## src/rtl/q_shift_pkg.sv

```systemverilog
// Shared definitions for the sequential shift unit: op codes, FSM encoding,
// and a helper that tells shifting ops apart from HOLD/LOAD.
package q_shift_pkg;

  typedef enum logic [2:0] {
    OP_HOLD   = 3'd0,
    OP_SHR_IN = 3'd1,
    OP_SHL    = 3'd2,
    OP_LOAD   = 3'd3,
    OP_LSR    = 3'd4,
    OP_ROR    = 3'd5,
    OP_ROL    = 3'd6,
    OP_ASR    = 3'd7
  } op_e;

  typedef enum logic [1:0] {
    S_IDLE = 2'd0,
    S_RUN  = 2'd1,
    S_DONE = 2'd2
  } state_e;

  function automatic logic is_shift(input op_e o);
    return (o != OP_HOLD) && (o != OP_LOAD);
  endfunction

endpackage

```

## src/rtl/q_shift_unit_step.sv

```systemverilog
// One single-bit step of the shift unit; purely combinational.
// HOLD and LOAD pass the register through, LOAD is applied by the parent.
module q_shift_step
  import q_shift_pkg::*;
#(
  parameter int WIDTH = 16
) (
  input  op_e              op_i,
  input  logic [WIDTH-1:0] d_i,
  input  logic             q1_i,
  input  logic             ser_i,
  output logic [WIDTH-1:0] d_o,
  output logic             q1_o
);

  always_comb begin
    d_o  = d_i;
    q1_o = q1_i;
    unique case (op_i)
      OP_HOLD, OP_LOAD: begin
        d_o  = d_i;
        q1_o = q1_i;
      end
      OP_SHR_IN: begin
        d_o  = {ser_i, d_i[WIDTH-1:1]};
        q1_o = d_i[0];
      end
      OP_SHL: begin
        d_o  = {d_i[WIDTH-2:0], 1'b0};
        q1_o = 1'b0;
      end
      OP_LSR: begin
        d_o  = {1'b0, d_i[WIDTH-1:1]};
        q1_o = d_i[0];
      end
      OP_ROR: begin
        d_o  = {d_i[0], d_i[WIDTH-1:1]};
        q1_o = 1'b0;
      end
      OP_ROL: begin
        d_o  = {d_i[WIDTH-2:0], d_i[WIDTH-1]};
        q1_o = 1'b0;
      end
      OP_ASR: begin
        d_o  = {d_i[WIDTH-1], d_i[WIDTH-1:1]};
        q1_o = d_i[0];
      end
    endcase
  end

endmodule

```

## src/rtl/q_shift_unit.sv

```systemverilog
// Multi-cycle shift/rotate register: one bit per clock for up to WIDTH steps,
// with a guard bit capturing what falls off the right end.
module q_shift_unit
  import q_shift_pkg::*;
#(
  parameter  int WIDTH = 16,
  localparam int CW    = $clog2(WIDTH) + 1
) (
  input  logic             clk,
  input  logic             rst,
  input  logic             start,
  input  logic [2:0]       op,
  input  logic [CW-1:0]    amt,
  input  logic [WIDTH-1:0] in,
  input  logic             ser_in,
  output logic [WIDTH-1:0] out,
  output logic             q_1,
  output logic             busy,
  output logic             done
);

  state_e           state_q, state_d;
  op_e              op_q, op_d;
  logic [CW-1:0]    cnt_q, cnt_d;
  logic [WIDTH-1:0] out_q, out_d;
  logic             q1_q, q1_d;

  op_e              op_in, step_op;
  logic [CW-1:0]    n_eff;
  logic [WIDTH-1:0] step_out;
  logic             step_q1;

  assign op_in   = op_e'(op);
  assign n_eff   = (amt > CW'(WIDTH)) ? CW'(WIDTH) : amt;
  // The first step happens on the accepting edge, so IDLE uses the live op.
  assign step_op = (state_q == S_RUN) ? op_q : op_in;

  q_shift_step #(.WIDTH(WIDTH)) u_step (
    .op_i  (step_op),
    .d_i   (out_q),
    .q1_i  (q1_q),
    .ser_i (ser_in),
    .d_o   (step_out),
    .q1_o  (step_q1)
  );

  always_ff @(posedge clk) begin
    if (rst) state_q <= S_IDLE;
    else     state_q <= state_d;
  end

  always_comb begin
    state_d = state_q;
    unique case (state_q)
      S_IDLE: if (start) state_d = (is_shift(op_in) && n_eff > CW'(1)) ? S_RUN : S_DONE;
      S_RUN:  if (cnt_q <= CW'(1)) state_d = S_DONE;
      S_DONE: state_d = S_IDLE;
      default: state_d = S_IDLE;
    endcase
  end

  always_comb begin
    busy = (state_q != S_IDLE);
    done = (state_q == S_DONE);
  end

  // cnt holds steps still to run after the current edge's step.
  always_comb begin
    out_d = out_q;
    q1_d  = q1_q;
    cnt_d = cnt_q;
    op_d  = op_q;
    unique case (state_q)
      S_IDLE: begin
        if (start) begin
          op_d = op_in;
          if (op_in == OP_LOAD) begin
            out_d = in;
            q1_d  = 1'b0;
          end else if (is_shift(op_in) && n_eff != '0) begin
            out_d = step_out;
            q1_d  = step_q1;
            cnt_d = n_eff - CW'(1);
          end
        end
      end
      S_RUN: begin
        out_d = step_out;
        q1_d  = step_q1;
        cnt_d = cnt_q - CW'(1);
      end
      default: ;
    endcase
  end

  always_ff @(posedge clk) begin
    if (rst) begin
      out_q <= '0;
      q1_q  <= 1'b0;
      cnt_q <= '0;
      op_q  <= OP_HOLD;
    end else begin
      out_q <= out_d;
      q1_q  <= q1_d;
      cnt_q <= cnt_d;
      op_q  <= op_d;
    end
  end

  assign out = out_q;
  assign q_1 = q1_q;

endmodule
```

## config.mk

```make
export PLATFORM = sky130hd
export DESIGN_NAME = q_shift_unit
export DESIGN_NICKNAME = d
export VERILOG_FILES = /design/src/rtl/q_shift_pkg.sv /design/src/rtl/q_shift_unit_step.sv /design/src/rtl/q_shift_unit.sv
export SDC_FILE = /design/constraint.sdc
export NUM_CORES = 1
export LEC_CHECK = 0
export CELL_PAD_IN_SITES_DETAIL_PLACEMENT = 1
export CELL_PAD_IN_SITES_GLOBAL_PLACEMENT = 2
export CORE_MARGIN = 1.5
export CORE_UTILIZATION = 25
export CTS_CLUSTER_DIAMETER = 150
export DETAILED_ROUTE_END_ITERATION = 12
export PLACE_DENSITY = 0.85
export SYNTH_ARGS = -nofsm -noshare
export SYNTH_HDL_FRONTEND = slang
export SYNTH_SLANG_ARGS = --single-unit
```

## constraint.sdc

```tcl
create_clock -name clk -period 2.1 [get_ports clk]
set_input_delay 0.315 -clock clk [delete_from_list [all_inputs] [get_ports clk]]
set_output_delay 0.315 -clock clk [all_outputs]
set_load 0.01 [all_outputs]
```

==> run metrics, run 1 <==
Critical Path RT=approximately 2.3 ns; setup slack after layout=roughly 0.1 ns; largest net degree at the start of global routing=19; fill cell count=753; final setup fails=0; peak supply drop=approximately 0.3 mV; Final Core Density=38.0%; Slew Limit Fails=0; fin crit share=95.1%; synth-to-layout area growth=46.2%; Synth Cell Area=1660 um^2; CTS buffer count=3; Final min period=2.00 ns; Synth area leaders=dfxtp_1 (33%), a222oi_1 (8.4%), o2bb2ai_1 (7.4%), ha_1 (3.8%), a21oi_1 (3.6%); DP Area=2340 um^2; Slowest cell on crit path=or4b_4; Design Area, Final=2430 um^2; vias in the first global route=1770; syn_nets=roughly 220; die width=84.5 um; Clk pwr share=around a fifth; Pwr Total=1.47 mW; CTS Sinks=27; drt wl/cell=16.1 um; CP max FO=7; first-pass GRT wire length=8870 um; # H-tree levels=1; GRT Util Overall=15.0%; worst skew pair latency=0.28 ns; Syn Inst Count=183; power share of the sequential group=41.7%; RSZ-0062 raised after global routing=false; Rel. slew slack=64.6%; Synth area leader=dfxtp_1; Critical Path AT=2.21 ns; Static Leak=0.890 nW; Synth top area share=about a third; initial antenna violation count=0; layout cells sized above 1=17.7%; core area=6390 um^2; antenna diode count=0; IO Port Bufs=46; clock slew at reported path FFs=0.10 ns; DR DRC count=0; Vias/cell=5.30; Fmax=501 MHz; crit end category=register; register area share after synthesis=around a third; Startpoint Class=input pin; FFs w/ async S/R, synth=0%; Crit path largest cell delay=0.58 ns; number of DRC markers in iteration 0=194; status=completed; Netlist cell types=53; Antenna Nets Post-Route=0; GPL Wtd Cong=0.849; worst clock skew=about 0.0045 ns; Vias=1723; Net Switching=503 uW; final wirelength=5230 um; Tightest Pin Transition=0.524 ns; CTS tree=yes; Layout Nets=282; io pins=47; crit path cell chain=clkdlybuf4s50_1, or4b_4, o211a_4, o21ba_4, nor2_4, o2bb2ai_1; Max-Cap Viols=0; Post-synth EDFFs=0; power density over cell area=607 nW/um^2; Root Driver=clkbuf_8; Bufs on Longest Clock Path=2; Min-Delay Path Class=register to register; chip height=84.5 um; setup TNS=0 ns; Multi-input gate area=1060 um^2; Post-DP HPWL=4020 um; FF/Latch Area=541 um^2; Int Pwr=970 uW; Sw Share=between 30% and 40%; combinational power share=37.4%; row cnt=29; CP Class=input pin to register; Final Hold Fails=0; Starting Density=26.0%; die area=roughly 7000 um^2; pre-CTS setup slack=-0.468 ns; Post-synth top flop=dfxtp_1; First-pass DRT Iterations=5; yosys warns=0; total congestion overflow=0; #FFs+latches synth=27; syn_area_per_cell=9.07 um^2
## layer usage
layer  vias to the layer above  share of wire, %  global-route usage [%]
met4                         0               1.2                    4.40
met3                         6               2.8                    1.87
met5                         -                 0                       0
li1                        846                 -                       -
met2                        28                51                    25.3
met1                       843                45                    20.2
## synthesized netlist by cell type, types with 5 or more instances
cell type   n
ha_1        5
inv_1       7
a21oi_1    12
o21ai_0     8
nor2b_1     5
nor2_1     10
dfxtp_1    27
a222oi_1   14
o2bb2ai_1  14
nor3_1      8
nand2b_1    5
nand2_1    13
## timing repair
item,4_1_cts,5_1_grt
pin swaps,2,0
endpoints found under the setup margin,22,9
setup buffers,0,0
hold buffers,0,0
cloned,1,0
gates resized for setup,7,1
## sequential cells by signal (all words and copies together), names as in the netlist
| register | flops |
|---|---|
| cnt_q | 5 |
| op_q | 3 |
| out | 16 |
| q_1 | 1 |
| state_q | 2 |
## path summary, 6_finish.rpt
path,startpoint,end,slack [ns],cells after the start
max,amt[3],out[1],0.10,6
min reg2reg,out[4],out[4],0.51,1
max reg2reg,state_q[1],out[8],0.16,5
min,out[4],out[4],0.51,1
## worst max-delay path: cells and delay by family
family / cells / cell delay, ns
AND/OR/NAND/NOR: 2 / 0.78
AO/OA/AOI/OAI: 3 / 0.69
buffers and inverters: 1 / 0.44
## cell families after synthesis
kind of cell	synth area share, %
mux	2.04
buf+inv	6.03
fa+ha+maj	3.77
xor+xnor	3.17
flops	32.6
simple gates	18.2
compound gates	34.2
## layout make-up
class                   count  area share, %
well taps                  77           3.97
repair buffers             72           26.9
flip-flops and latches     27           22.3
multi-input cells         138           43.8
inverters                   7           1.08
clock inverters             1          0.309
clock buffers               3           1.70
## cell usage in the layout, fill, tap and decap left out, types with 4 or more instances in the layout
| cell type | n |
|---|---|
| a21oi_1 | 12 |
| o21ai_0 | 8 |
| nor3_1 | 8 |
| inv_1 | 7 |
| ha_1 | 5 |
| a222oi_1 | 14 |
| nor2b_1 | 5 |
| buf_4 | 26 |
| clkdlybuf4s50_1 | 43 |
| nor2_1 | 9 |
| dfxtp_1 | 27 |
| nand2_1 | 13 |
| o2bb2ai_1 | 14 |
| a211oi_1 | 4 |
## power groups by stage
| stage | sequential, mW | clock (mW) | combinational, mW |
|---|---|---|---|
| after floorplan | 0.615 | 0 | 0.315 |
| after global placement | 0.626 | 0 | 0.521 |
| after detailed placement | 0.627 | 0 | 0.534 |
| after CTS | 0.615 | 0.322 | 0.551 |
| after global routing | 0.623 | 0.349 | 0.607 |
| final | 0.614 | 0.308 | 0.551 |
## per-stage QoR
step | instances | hold WS, ns
3_5_place_dp | 320 | 0.497
5_1_grt | 325 | 0.528
4_1_cts | 325 | 0.515
3_3_place_gp | 320 | 0.481
6_report | 325 | 0.512
2_1_floorplan | 183 | 0.451
(Power assumes the default switching activity.)
==> run 2: changes to the inputs <==
CORE_MARGIN = 10   (was 1.5)
PLACE_DENSITY = not set   (was 0.85)
PLACE_DENSITY_LB_ADDON = 0.1   (was not set)
==> run 2 against run 1 <==
  * Cell area is 0.10% lower
  * Critical path depth grew 2
  * Highest routed layer unchanged
  * Combinational power increased by 2%
  * Count of clock-buffer cells in the layout unchanged
==> run metrics, run 2 (same netlist as run 1, synthesis figures left out) <==
status=completed (unchanged); DR DRC count=0 (unchanged); Fmax=501 MHz (about the same); number of flip-flops under the largest register name=16 (unchanged); Rel. slew slack=59.9% (was 64.6%); CTS tree=yes (unchanged); RSZ-0062 raised after global routing=false (unchanged); CP Class=input pin to register (unchanged); chip height=101 um (was 84.5 um); Final Hold Fails=0 (unchanged); io pins=47 (unchanged); Crit path max-delay family=simple AND/OR/NAND/NOR gates (unchanged); number of DRC markers in iteration 0=114 (was 194); Tightest Pin Transition=0.593 ns (was 0.524 ns); GPL Wtd Cong=0.768 (was 0.849); clock slew at reported path FFs=0.10 ns (about the same); most frequent cells in the layout=clkdlybuf4s50_1 (43), dfxtp_1 (27), buf_4 (23) (was clkdlybuf4s50_1 (43), dfxtp_1 (27), buf_4 (26)); Slew Limit Fails=0 (unchanged); Post-DP HPWL=4590 um (was 4020 um); Min-Delay Path Class=register to register (unchanged); First-pass DRT Iterations=5 (unchanged); initial antenna violation count=0 (unchanged); Static Leak=0.883 nW (was 0.890 nW); worst path bufs/invs=1 (unchanged); worst skew pair latency=0.28 ns (about the same); Crit path largest cell delay=0.49 ns (was 0.58 ns); postcts setup bufs=0 (unchanged); commonest non-fill, non-tap cell in the layout=clkdlybuf4s50_1 (unchanged); total congestion overflow=0 (unchanged); setup TNS=0 ns (unchanged); peak supply drop=0.260 mV (was 0.299 mV); CP max FO=7 (unchanged); row cnt=29 (unchanged); # H-tree levels=1 (unchanged); CTS buffer count=3 (unchanged); power density over cell area=618 nW/um^2 (was 607 nW/um^2); CTS Sinks=27 (unchanged); core area=6390 um^2 (unchanged); Inst Count DP=318 (was 320); min-delay src=q_1 (was out[4]); IO Port Bufs=46 (unchanged); Bufs on Longest Clock Path=2 (unchanged); Vias/cell=5.37 (was 5.30); Startpoint Class=input pin (unchanged); final setup fails=0 (unchanged); Critical Path RT=2.32 ns (about the same); R2R Path Start=state_q[0] (was state_q[1]); Pwr Total=1.50 mW (was 1.47 mW); layout cells sized above 1=17.1% (was 17.7%); vias in the first global route=1863 (was 1770); drt wl/cell=18.1 um (was 16.1 um); first-pass GRT wire length=9580 um (was 8870 um); antenna diode count=0 (unchanged); die width=101 um (was 84.5 um); synth-to-layout area growth=46.1% (was 46.2%); Root Driver=clkbuf_8 (unchanged); crit path cell chain=dlygate4sd2_1, nand2b_4, ha_1, or4b_4, o211a_4, o21ba_4, nor2_4, o2bb2ai_1 (was clkdlybuf4s50_1, or4b_4, o211a_4, o21ba_4, nor2_4, o2bb2ai_1); crit end category=register (unchanged); Layout Nets=280 (was 282); Starting Density=26.0% (unchanged); GRT Util Overall=11.2% (was 15.0%); Slowest cell on crit path=or4b_4 (unchanged); CP startpoint=amt[4] (was amt[3]); Finished Layout Cells=323 (was 325); Final min period=2.00 ns (about the same); Antenna Nets Post-Route=0 (unchanged); Final Core Density=38.0% (about the same); worst clock skew=0.00213 ns (was 0.00445 ns); largest net degree at the start of global routing=19 (unchanged); Critical Path AT=2.21 ns (about the same); die area=10300 um^2 (was 7130 um^2); Max-Cap Viols=0 (unchanged); Vias=1736 (was 1723); final wirelength=5830 um (was 5230 um); fin crit share=95.0% (was 95.1%)
==> run 2: cell types whose count changed in the layout (fill, tap and decap cells not counted) <==
cell / change
buf_12: +1
buf_4: -3
==> run 2: routing by layer <==
| layer | GRT usage, % | vias up | part of all wire (%) |
|---|---|---|---|
| met4 | 2.79 | 0 | 0.29 |
| li1 | - | 846 | - |
| met3 | 2.11 | 2 | 3.3 |
| met5 | 0 | - | 0 |
| met1 | 14.4 | 856 | 47 |
| met2 | 18.9 | 32 | 50 |
==> run 2: stage by stage <==
stage / cell area (um^2) / worst slack, ns / hold WS [ns]
2_1_floorplan: 1660 / 0.120 / 0.451
3_3_place_gp: 2330 / -0.435 / 0.483
3_5_place_dp: 2330 / -0.489 / 0.480
4_1_cts: 2420 / 0.00906 / 0.510
5_1_grt: 2420 / 0.0118 / 0.529
6_report: 2420 / 0.104 / 0.506
==> run 2: cell type report <==
| type | instances | area, um^2 |
|---|---|---|
| fillers | 747 | 3960 |
| multi-input cells | 138 | 1060 |
| repair buffers | 70 | 649 |
| flip-flops and latches | 27 | 541 |
| well taps | 77 | 96.3 |
| clock buffers | 3 | 41.3 |
| inverters | 7 | 26.3 |
| clock inverters | 1 | 7.51 |
==> run 2: worst paths after layout <==
check	endpoint	slack [ns]	cells after the start
setup / recovery	out[4]	0.10	8
hold / removal	q_1	0.51	1
setup reg to reg	out[3]	0.22	5
hold reg to reg	q_1	0.51	1
==> run 2: timing repair <==
| item | 4_1_cts | 5_1_grt |
|---|---|---|
| endpoints found under the setup margin | 21 | 14 |
| pin swaps | 2 | 0 |
| cloned | 1 | 0 |
| resized for setup | 7 | 1 |
| hold buffers | 0 | 0 |
==> run 2: report_power, final <==
group          leakage [nW]  switching (mW)  internal [mW]  total (mW)
Combinational         0.641           0.277          0.285       0.562
Clock                0.0217           0.183          0.135       0.318
Sequential            0.220          0.0595          0.557       0.616
==> run 3: changes to the inputs <==
SKIP_CTS_REPAIR_TIMING = 1   (was not set)
==> run 3 against run 2 <==
  * Routed wire length up 0.55%
  * Sequential cell count unchanged
  * Highest routed layer is now met3
  * Global-route usage down 0.22 points
  * Critical path type unchanged
  * Critical endpoint is now out[3]
  * Critical path depth down 2
  * Die area unchanged
==> run metrics, run 3 (same netlist as run 1, synthesis figures left out) <==
worst skew pair latency=0.28 ns (about the same); Clk pwr share=21.3% (about the same); Bufs on Longest Clock Path=2 (unchanged); Final Core Density=38.0% (about the same); die width=101 um (unchanged); Layout Nets=280 (unchanged); power density over cell area=618 nW/um^2 (about the same); Slowest cell on crit path=or4b_4 (unchanged); CTS buffer count=3 (unchanged); CTS tree=yes (unchanged); FF/Latch Area=541 um^2 (unchanged); synth-to-layout area growth=46.3% (was 46.1%); Critical Path RT=2.32 ns (about the same); commonest non-fill, non-tap cell in the layout=clkdlybuf4s50_1 (unchanged); Post-DP HPWL=4590 um (unchanged); Max-Cap Viols=0 (unchanged); worst path bufs/invs=1 (unchanged); Vias/cell=5.43 (was 5.37); worst hold path endpoint=q_1 (unchanged); Sw Share=34.8% (was 34.7%); initial antenna violation count=0 (unchanged); Starting Density=26.0% (unchanged); Int Pwr=977 uW (about the same); # H-tree levels=1 (unchanged); io pins=47 (unchanged); setup TNS=0 ns (unchanged); Multi-input gate area=1050 um^2 (was 1060 um^2); reg-to-reg endpoint=out[3] (unchanged); peak supply drop=0.262 mV (was 0.260 mV); crit end category=register (unchanged); crit path cell chain=clkdlybuf4s50_1, or4b_4, o211a_4, o21ba_4, nor2_4, o2bb2ai_1 (was dlygate4sd2_1, nand2b_4, ha_1, or4b_4, o211a_4, o21ba_4, nor2_4, o2bb2ai_1); CP Class=input pin to register (unchanged); Antenna Nets Post-Route=0 (unchanged); Slew Limit Fails=0 (unchanged); die area=10300 um^2 (unchanged); total congestion overflow=0 (unchanged); number of flip-flops under the largest register name=16 (unchanged); GRT Util Overall=11.0% (was 11.2%); Min-Delay Path Class=register to register (unchanged); Reg2Reg Depth=5 (unchanged); hold-critical path depth=1 (unchanged); status=completed (unchanged); final setup fails=0 (unchanged); min-delay src=q_1 (unchanged); final wirelength=5860 um (was 5830 um); Critical Path AT=2.22 ns (was 2.21 ns); Final Hold Fails=0 (unchanged); most frequent cells in the layout=clkdlybuf4s50_1 (43), dfxtp_1 (27), buf_4 (23) (unchanged); Net Switching=522 uW (was 520 uW); Rel. slew slack=58.7% (was 59.9%); clock slew at reported path FFs=0.10 ns (about the same); RSZ-0062 raised after global routing=false (unchanged); Crit path largest cell delay=0.58 ns (was 0.49 ns); number of DRC markers in iteration 0=120 (was 114); First-pass DRT Iterations=5 (unchanged); core area=6390 um^2 (unchanged); largest net degree at the start of global routing=19 (unchanged); first-pass GRT wire length=9430 um (was 9580 um); antenna diode count=0 (unchanged); layout cells sized above 1=16.7% (was 17.1%); worst clock skew=0.00313 ns (was 0.00213 ns); CTS Sinks=27 (unchanged); combinational power share=37.5% (was 37.6%); chip height=101 um (unchanged); row cnt=29 (unchanged); Startpoint Class=input pin (unchanged); Final min period=2.00 ns (about the same); CP max FO=7 (unchanged); Crit path max-delay family=simple AND/OR/NAND/NOR gates (unchanged); IO Port Bufs=46 (unchanged); DP Area=2330 um^2 (unchanged); Tightest Pin Transition=0.611 ns (was 0.593 ns); Vias=1754 (was 1736); worst reg-to-reg setup slack=0.22 ns (about the same); power share of the sequential group=41.1% (was 41.2%); Design Area, Final=2430 um^2 (was 2420 um^2); GPL Wtd Cong=0.768 (unchanged); Fmax=500 MHz (was 501 MHz); fin crit share=95.2% (was 95.0%); Static Leak=0.901 nW (was 0.883 nW); Root Driver=clkbuf_8 (unchanged); fill cell count=745 (was 747); drt wl/cell=18.2 um (was 18.1 um); vias in the first global route=1846 (was 1863); DR DRC count=0 (unchanged); R2R Path Start=state_q[0] (unchanged)
==> run 3: changes by cell type in the layout (fill, tap and decap cells not counted), sizes merged <==
cell and change:
dlygate4sd2 -3, dlymetal6s2s +3
==> run 3: worst max path at each step <==
| stage | start | to | cells after the start |
|---|---|---|---|
| after CTS | amt[4] | out[2] | 8 |
| after detailed placement | amt[4] | q_1 | 8 |
| final | amt[3] | out[3] | 6 |
| after floorplan | amt[4] | out[1] | 7 |
| after global routing | state_q[0] | out[7] | 5 |
| after global placement | amt[4] | q_1 | 8 |
==> run 3: layout make-up <==
class | count | area share [%]
Clock inverter | 1 | 0.309
Clock buffer | 3 | 1.70
Sequential cell | 27 | 22.3
Tap cell | 77 | 3.97
Timing Repair Buffer | 70 | 27.2
Multi-Input combinational cell | 138 | 43.5
Inverter | 7 | 1.08
==> run 3: stage by stage <==
step	setup WS, ns	hold WS, ns	cells	power, mW
2_1_floorplan	0.120	0.451	183	0.930
3_3_place_gp	-0.435	0.483	318	1.15
3_5_place_dp	-0.489	0.480	318	1.18
4_1_cts	-0.194	0.510	322	1.50
5_1_grt	0.0118	0.529	323	1.60
6_report	0.0998	0.511	323	1.50
==> run 3: worst register-to-register path: stages (launching register included) <==
cell and delay [ns]:
dfxtp_1 0.53, nor4bb_1 0.40, a31oi_1 0.15, a21oi_4 0.41, a222oi_1 0.16, o2bb2ai_1 0.17
==> run 3: layer usage <==
| layer | track usage, % | vias to the layer above | part of all wire [%] |
|---|---|---|---|
| li1 | - | 842 | - |
| met4 | 2.79 | 0 | 0 |
| met5 | 0 | - | 0 |
| met3 | 2.11 | 0 | 3.5 |
| met1 | 14.1 | 875 | 47 |
| met2 | 18.4 | 37 | 50 |
==> run 3: power groups by stage <==
stage / combinational [mW] / sequential, mW / clock (mW)
final: 0.563 / 0.617 / 0.320
after global routing: 0.620 / 0.626 / 0.354
after CTS: 0.551 / 0.616 / 0.333
after detailed placement: 0.549 / 0.628 / 0
after global placement: 0.530 / 0.625 / 0
after floorplan: 0.315 / 0.615 / 0
==> RTL change 1 (settings of run 3) <==
Reset style: asynchronous (`rst`), changed in 2 clocked blocks.
--- a/src/rtl/q_shift_unit.sv
+++ b/src/rtl/q_shift_unit.sv
@@ -45,5 +45,5 @@
   );
 
-  always_ff @(posedge clk) begin
+  always_ff @(posedge clk or posedge rst) begin
     if (rst) state_q <= S_IDLE;
     else     state_q <= state_d;
@@ -94,5 +94,5 @@
   end
 
-  always_ff @(posedge clk) begin
+  always_ff @(posedge clk or posedge rst) begin
     if (rst) begin
       out_q <= '0;
Formal check against the unedited RTL: differs if rst is asserted again (counterexample within 4 cycles, from zero or initial values and one cycle with rst high); with rst held inactive, the same outputs for 10 cycles.
==> RTL change 1 against run 3 <==
Cell count is 15% higher; worst hold slack worse by 120 ps; routed wire length is 19% higher; sequential share of layout area is 1.5 points higher; worst setup slack better by 87 ps; die area is 18% higher; sequential cell count stayed put; cell area is 17% higher; global-route usage hardly changed; area after synthesis is 23% higher; highest routed layer is now met4.
Power is not compared: it rests on default switching activity, and its combinational part moved more than twofold at a synthesized area within 25%.
==> RTL change 1: results <==
export IMPL_status="complete, no violations"
export IMPL_use_met2_pct=16.1
export IMPL_cpMaxStageDelayCell="dfrtp_1"
export IMPL_leakagePower_uw=0.00122
export IMPL_finalNonFillerCells=370
export IMPL_cts_root_buf="clkbuf_8"
export IMPL_crit_path_max_fanout=10
export IMPL_htreeDepth=1
export IMPL_layout_nets=302
export IMPL_grt_util_met1_pct=16.2
export IMPL_place_gp_congestion=0.746
export IMPL_area_delta_synth_final_pct=39.2
export IMPL_arrival_ps=1600
export IMPL_fin_skew_ps=9.95
export IMPL_irDropWorstVdd_mv=0.408
export IMPL_synth_area_leaders="dfrtp_1 33%, o21ba_1 5.9%, o32ai_1 5.6%"
export IMPL_ctsLongestPathBuffers=2
export IMPL_synthArstFlopShare_pct=100
export IMPL_clock_latency_ps=290
export IMPL_grt_total_usage_pct=11.0
export IMPL_drt_initial_drc_count=56
export IMPL_grtUsageMet3_pct=2.03
export IMPL_yosysUniqueCellTypes=58
export IMPL_grt_max_degree=30
export IMPL_post_place_cells=362
export IMPL_vias=1876
export IMPL_hp_class="in2async"
export IMPL_crit_path_max_incr_delay_ps=520
export IMPL_r2r_cells=5
export IMPL_antenna_found_initial=0
export IMPL_clkTransAtPathRegs_ps=110
export IMPL_layout_drive_gt1_share_pct=22.4
export IMPL_drt_pass1_iter_count=4
export IMPL_largest_reg_flops=16
export IMPL_relSlewSlack_pct=66.1
export IMPL_grt_pass1_wl_um=10700
export IMPL_portBuffers=46
export IMPL_dp_hpwl_um=4900
export IMPL_antenna_cells=0
export IMPL_grt_pass1_vias=2002
export IMPL_synthCells=202
export IMPL_crit_family="flip-flops"
export IMPL_synthesis_nets=235
export IMPL_wl_um=6960
export IMPL_ys_seq_area_share_pct=33.1
export IMPL_synth_common_cells="27 x dfrtp_1, 19 x nor2_1, 18 x inv_1, 13 x o32ai_1, 12 x o21ba_1"
-- RTL change 1: routing by layer --
metal / vias up / wire (um) / part of all wire (%)
li1: 902 / - / -
met1: 934 / 3430 / 49
met2: 36 / 3180 / 46
met3: 4 / 305 / 4.4
met4: 0 / 43 / 0.62
met5: - / 0 / 0
-- RTL change 1: cells by family (layout without fill, tap and decap cells) --
logic type	Yosys count	count (layout)	synth area share, %
flops	27	27	33.1
xor+xnor	4	4	2.09
simple gates	55	55	15.7
mux	9	9	5.59
fa+ha+maj	5	5	3.07
buf+inv	32	96	8.84
compound gates	70	72	31.6
-- RTL change 1: cell type report --
type                            count  area [sq um]
Fill cell                         919          5010
Multi-Input combinational cell    145          1220
Timing Repair Buffer               73           699
Sequential cell                    27           676
Tap cell                          102           128
Inverter                           19          71.3
Clock buffer                        3          41.3
Clock inverter                      1          5.00
-- RTL change 1: tightest hold or removal path: cells and delay by family --
| kind | cells | cell delay [ps] |
|---|---|---|
| buffers and inverters | 3 | 790 |
-- RTL change 1: stage by stage --
step | hold slack, ps | util, % | instance area, sq um | setup WS [ps]
2_1_floorplan | 368 | - | 2040 | 224
6_report | 390 | 36.2 | 2840 | 187
3_5_place_dp | 514 | 34.8 | 2730 | -380
5_1_grt | 439 | 36.2 | 2840 | 17.0
3_3_place_gp | 516 | 34.8 | 2730 | -332
4_1_cts | 409 | 35.4 | 2780 | -77.6
-- RTL change 1: final timing paths --
kind                       startpoint       to  slack [ps]
min in group clk                  q_1      q_1         550
max in group asynchronous         rst  out[15]        1420
max                        state_q[0]     busy         190
min                               rst   out[6]         390
min reg2reg                       q_1      q_1         550
max reg2reg                state_q[0]   out[2]         220
-- RTL change 1: power by group --
part	total, uW	internal [uW]	switching, uW
Clock	326	134	192
Sequential	1080	762	317
Combinational	2410	1270	1140
==> RTL change 2 (flow settings as in run 3) <==
Made on the original files. `WIDTH` is set to 16 in 2 places; all go to 32.
--- a/src/rtl/q_shift_unit_step.sv
+++ b/src/rtl/q_shift_unit_step.sv
@@ -4,5 +4,5 @@
   import q_shift_pkg::*;
 #(
-  parameter int WIDTH = 16
+  parameter int WIDTH = 32
 ) (
   input  op_e              op_i,
--- a/src/rtl/q_shift_unit.sv
+++ b/src/rtl/q_shift_unit.sv
@@ -4,5 +4,5 @@
   import q_shift_pkg::*;
 #(
-  parameter  int WIDTH = 16,
+  parameter  int WIDTH = 32,
   localparam int CW    = $clog2(WIDTH) + 1
 ) (
Interface: changed (resized amt, in and out); port bits go from 47 to 80. No check against the original RTL was run, so the function may have changed too.
==> RTL change 2 against run 3 <==
Utilization increased by 1.4 points; area after synthesis rose by 89%; sequential cell count rose by 17; highest routed layer is now met4; count of clock-buffer cells in the layout is 3 higher; total power increased to 2.5 times the old value; critical path depth rose by 1; routed wire length up 140%; clock skew increased by 7.1 ps; cell area is 98% higher; worst setup slack better by 15 ps.
==> RTL change 2: results <==
export IMPL_r2r_cells=6
export IMPL_hold_path_cell_count=2
export IMPL_hold_path_end="op_q[1]"
export IMPL_vias_per_cell=5.37
export IMPL_grt_pass1_wl_um=20100
export IMPL_cts_buffers=5
export IMPL_synth_common_cells="44 x dfxtp_1, 43 x a21oi_1, 24 x o21ai_0, 22 x nand3_1, 19 x nor2b_1"
export IMPL_clkTransAtPathRegs_ps=70
export IMPL_synth_area_leaders="dfxtp_1 28%, a21oi_1 6.9%, buf_6 4.3%"
export IMPL_drt_initial_drc_count=177
export IMPL_ys_flop_type="dfxtp_1"
export IMPL_antenna_cells=0
export IMPL_tightest_slew_ps=571
export IMPL_dp_hpwl_um=9220
export IMPL_drv_cap=0
export IMPL_r2r_setup_slack_ps=130
export IMPL_worst_r2r_startpoint="state_q[1]"
export IMPL_yosysUniqueCellTypes=60
export IMPL_ys_seq_area_share_pct=28.1
export IMPL_wl_per_cell_um=21.5
export IMPL_portBuffers=79
export IMPL_arrival_ps=2180
export IMPL_synthArstFlopShare_pct=0
export IMPL_irDropWorstVdd_mv=0.377
export IMPL_layout_drive_gt1_share_pct=24.1
export IMPL_hold_start="rst"
export IMPL_grt_max_degree=43
export IMPL_ctsLongestPathBuffers=2
export IMPL_htreeDepth=2
export IMPL_reg2reg_to="out[20]"
export IMPL_grt_pass1_vias=3595
export IMPL_place_gp_congestion=0.770
export IMPL_drt_pass1_iter_count=4
export IMPL_crit_path_max_fanout=13
export IMPL_cts_root_buf="clkbuf_16"
export IMPL_clock_latency_ps=300
export IMPL_startpoint="op[2]"
export IMPL_synthesis_nets=413
export IMPL_ys_warn_count=0
export IMPL_status="complete, no violations"
export IMPL_largest_reg_flops=32
export IMPL_fin_skew_ps=10.3
export IMPL_grt_total_usage_pct=14.1
export IMPL_layout_nets=522
export IMPL_antenna_found_initial=0
export IMPL_hp_class="in2reg"
export IMPL_leakagePower_uw=0.00173
-- RTL change 2: metal layers --
layer	share of wire (%)	vias to the layer above	global-route usage, %	wire length (um)
li1	-	1634	-	-
met1	49	1713	18.7	6710
met2	46	85	22.1	6350
met3	4.3	9	3.62	597
met4	0.89	0	3.52	123
met5	0	-	0	0
-- RTL change 2: kinds of logic (layout without fill, tap and decap cells) --
group	count (synthesis)	count (layout)	share of synthesized area (%)
buffers and inverters	45	154	9.70
XOR/XNOR	2	2	0.798
AO/OA/AOI/OAI	161	162	38.3
adder cells (fa/ha/maj)	6	6	2.31
AND/OR/NAND/NOR	94	94	17.2
flip-flops	44	44	28.1
multiplexers	11	11	3.67
-- RTL change 2: how the worst max path moves through the flow --
| stage | to | slack [ps] | depth (start not counted) |
|---|---|---|---|
| after floorplan | out[10] | 230 | 8 |
| after global placement | out[0] | -240 | 6 |
| after detailed placement | out[22] | -310 | 9 |
| after CTS | out[0] | -7 | 6 |
| after global routing | out[14] | 1 | 7 |
| final | out[0] | 110 | 7 |
-- RTL change 2: metrics by stage --
| step | hold WS, ps | setup WS [ps] | instance area (sq um) | instances | util, % |
|---|---|---|---|---|---|
| 6_report | 347 | 115 | 4800 | 641 | 39.5 |
| 4_1_cts | 359 | -6.75 | 4510 | 632 | 37.0 |
| 3_5_place_dp | 483 | -313 | 4330 | 624 | 35.6 |
| 3_3_place_gp | 471 | -237 | 4330 | 624 | 35.6 |
| 5_1_grt | 382 | 1.11 | 4800 | 641 | 39.5 |
| 2_1_floorplan | 445 | 234 | 3140 | 363 | - |
-- RTL change 2: layout make-up --
class / count / area (sq um)
clock buffers: 6 / 139
clock inverters: 2 / 38.8
fillers: 1406 / 7360
inverters: 5 / 18.8
multi-input cells: 275 / 2090
flip-flops and latches: 44 / 882
well taps: 168 / 210
repair buffers: 141 / 1420
-- RTL change 2: critical path, stage by stage --
cell             delay (ps)
clkdlybuf4s50_1         640
nor2b_2                 140
a211o_2                 360
buf_12                  160
a21boi_0                180
o31ai_1                 100
a311oi_1                280
-- RTL change 2: report_power, final --
part	internal, uW	switching (uW)
sequential	966	177
combinational	836	780
clock	598	393
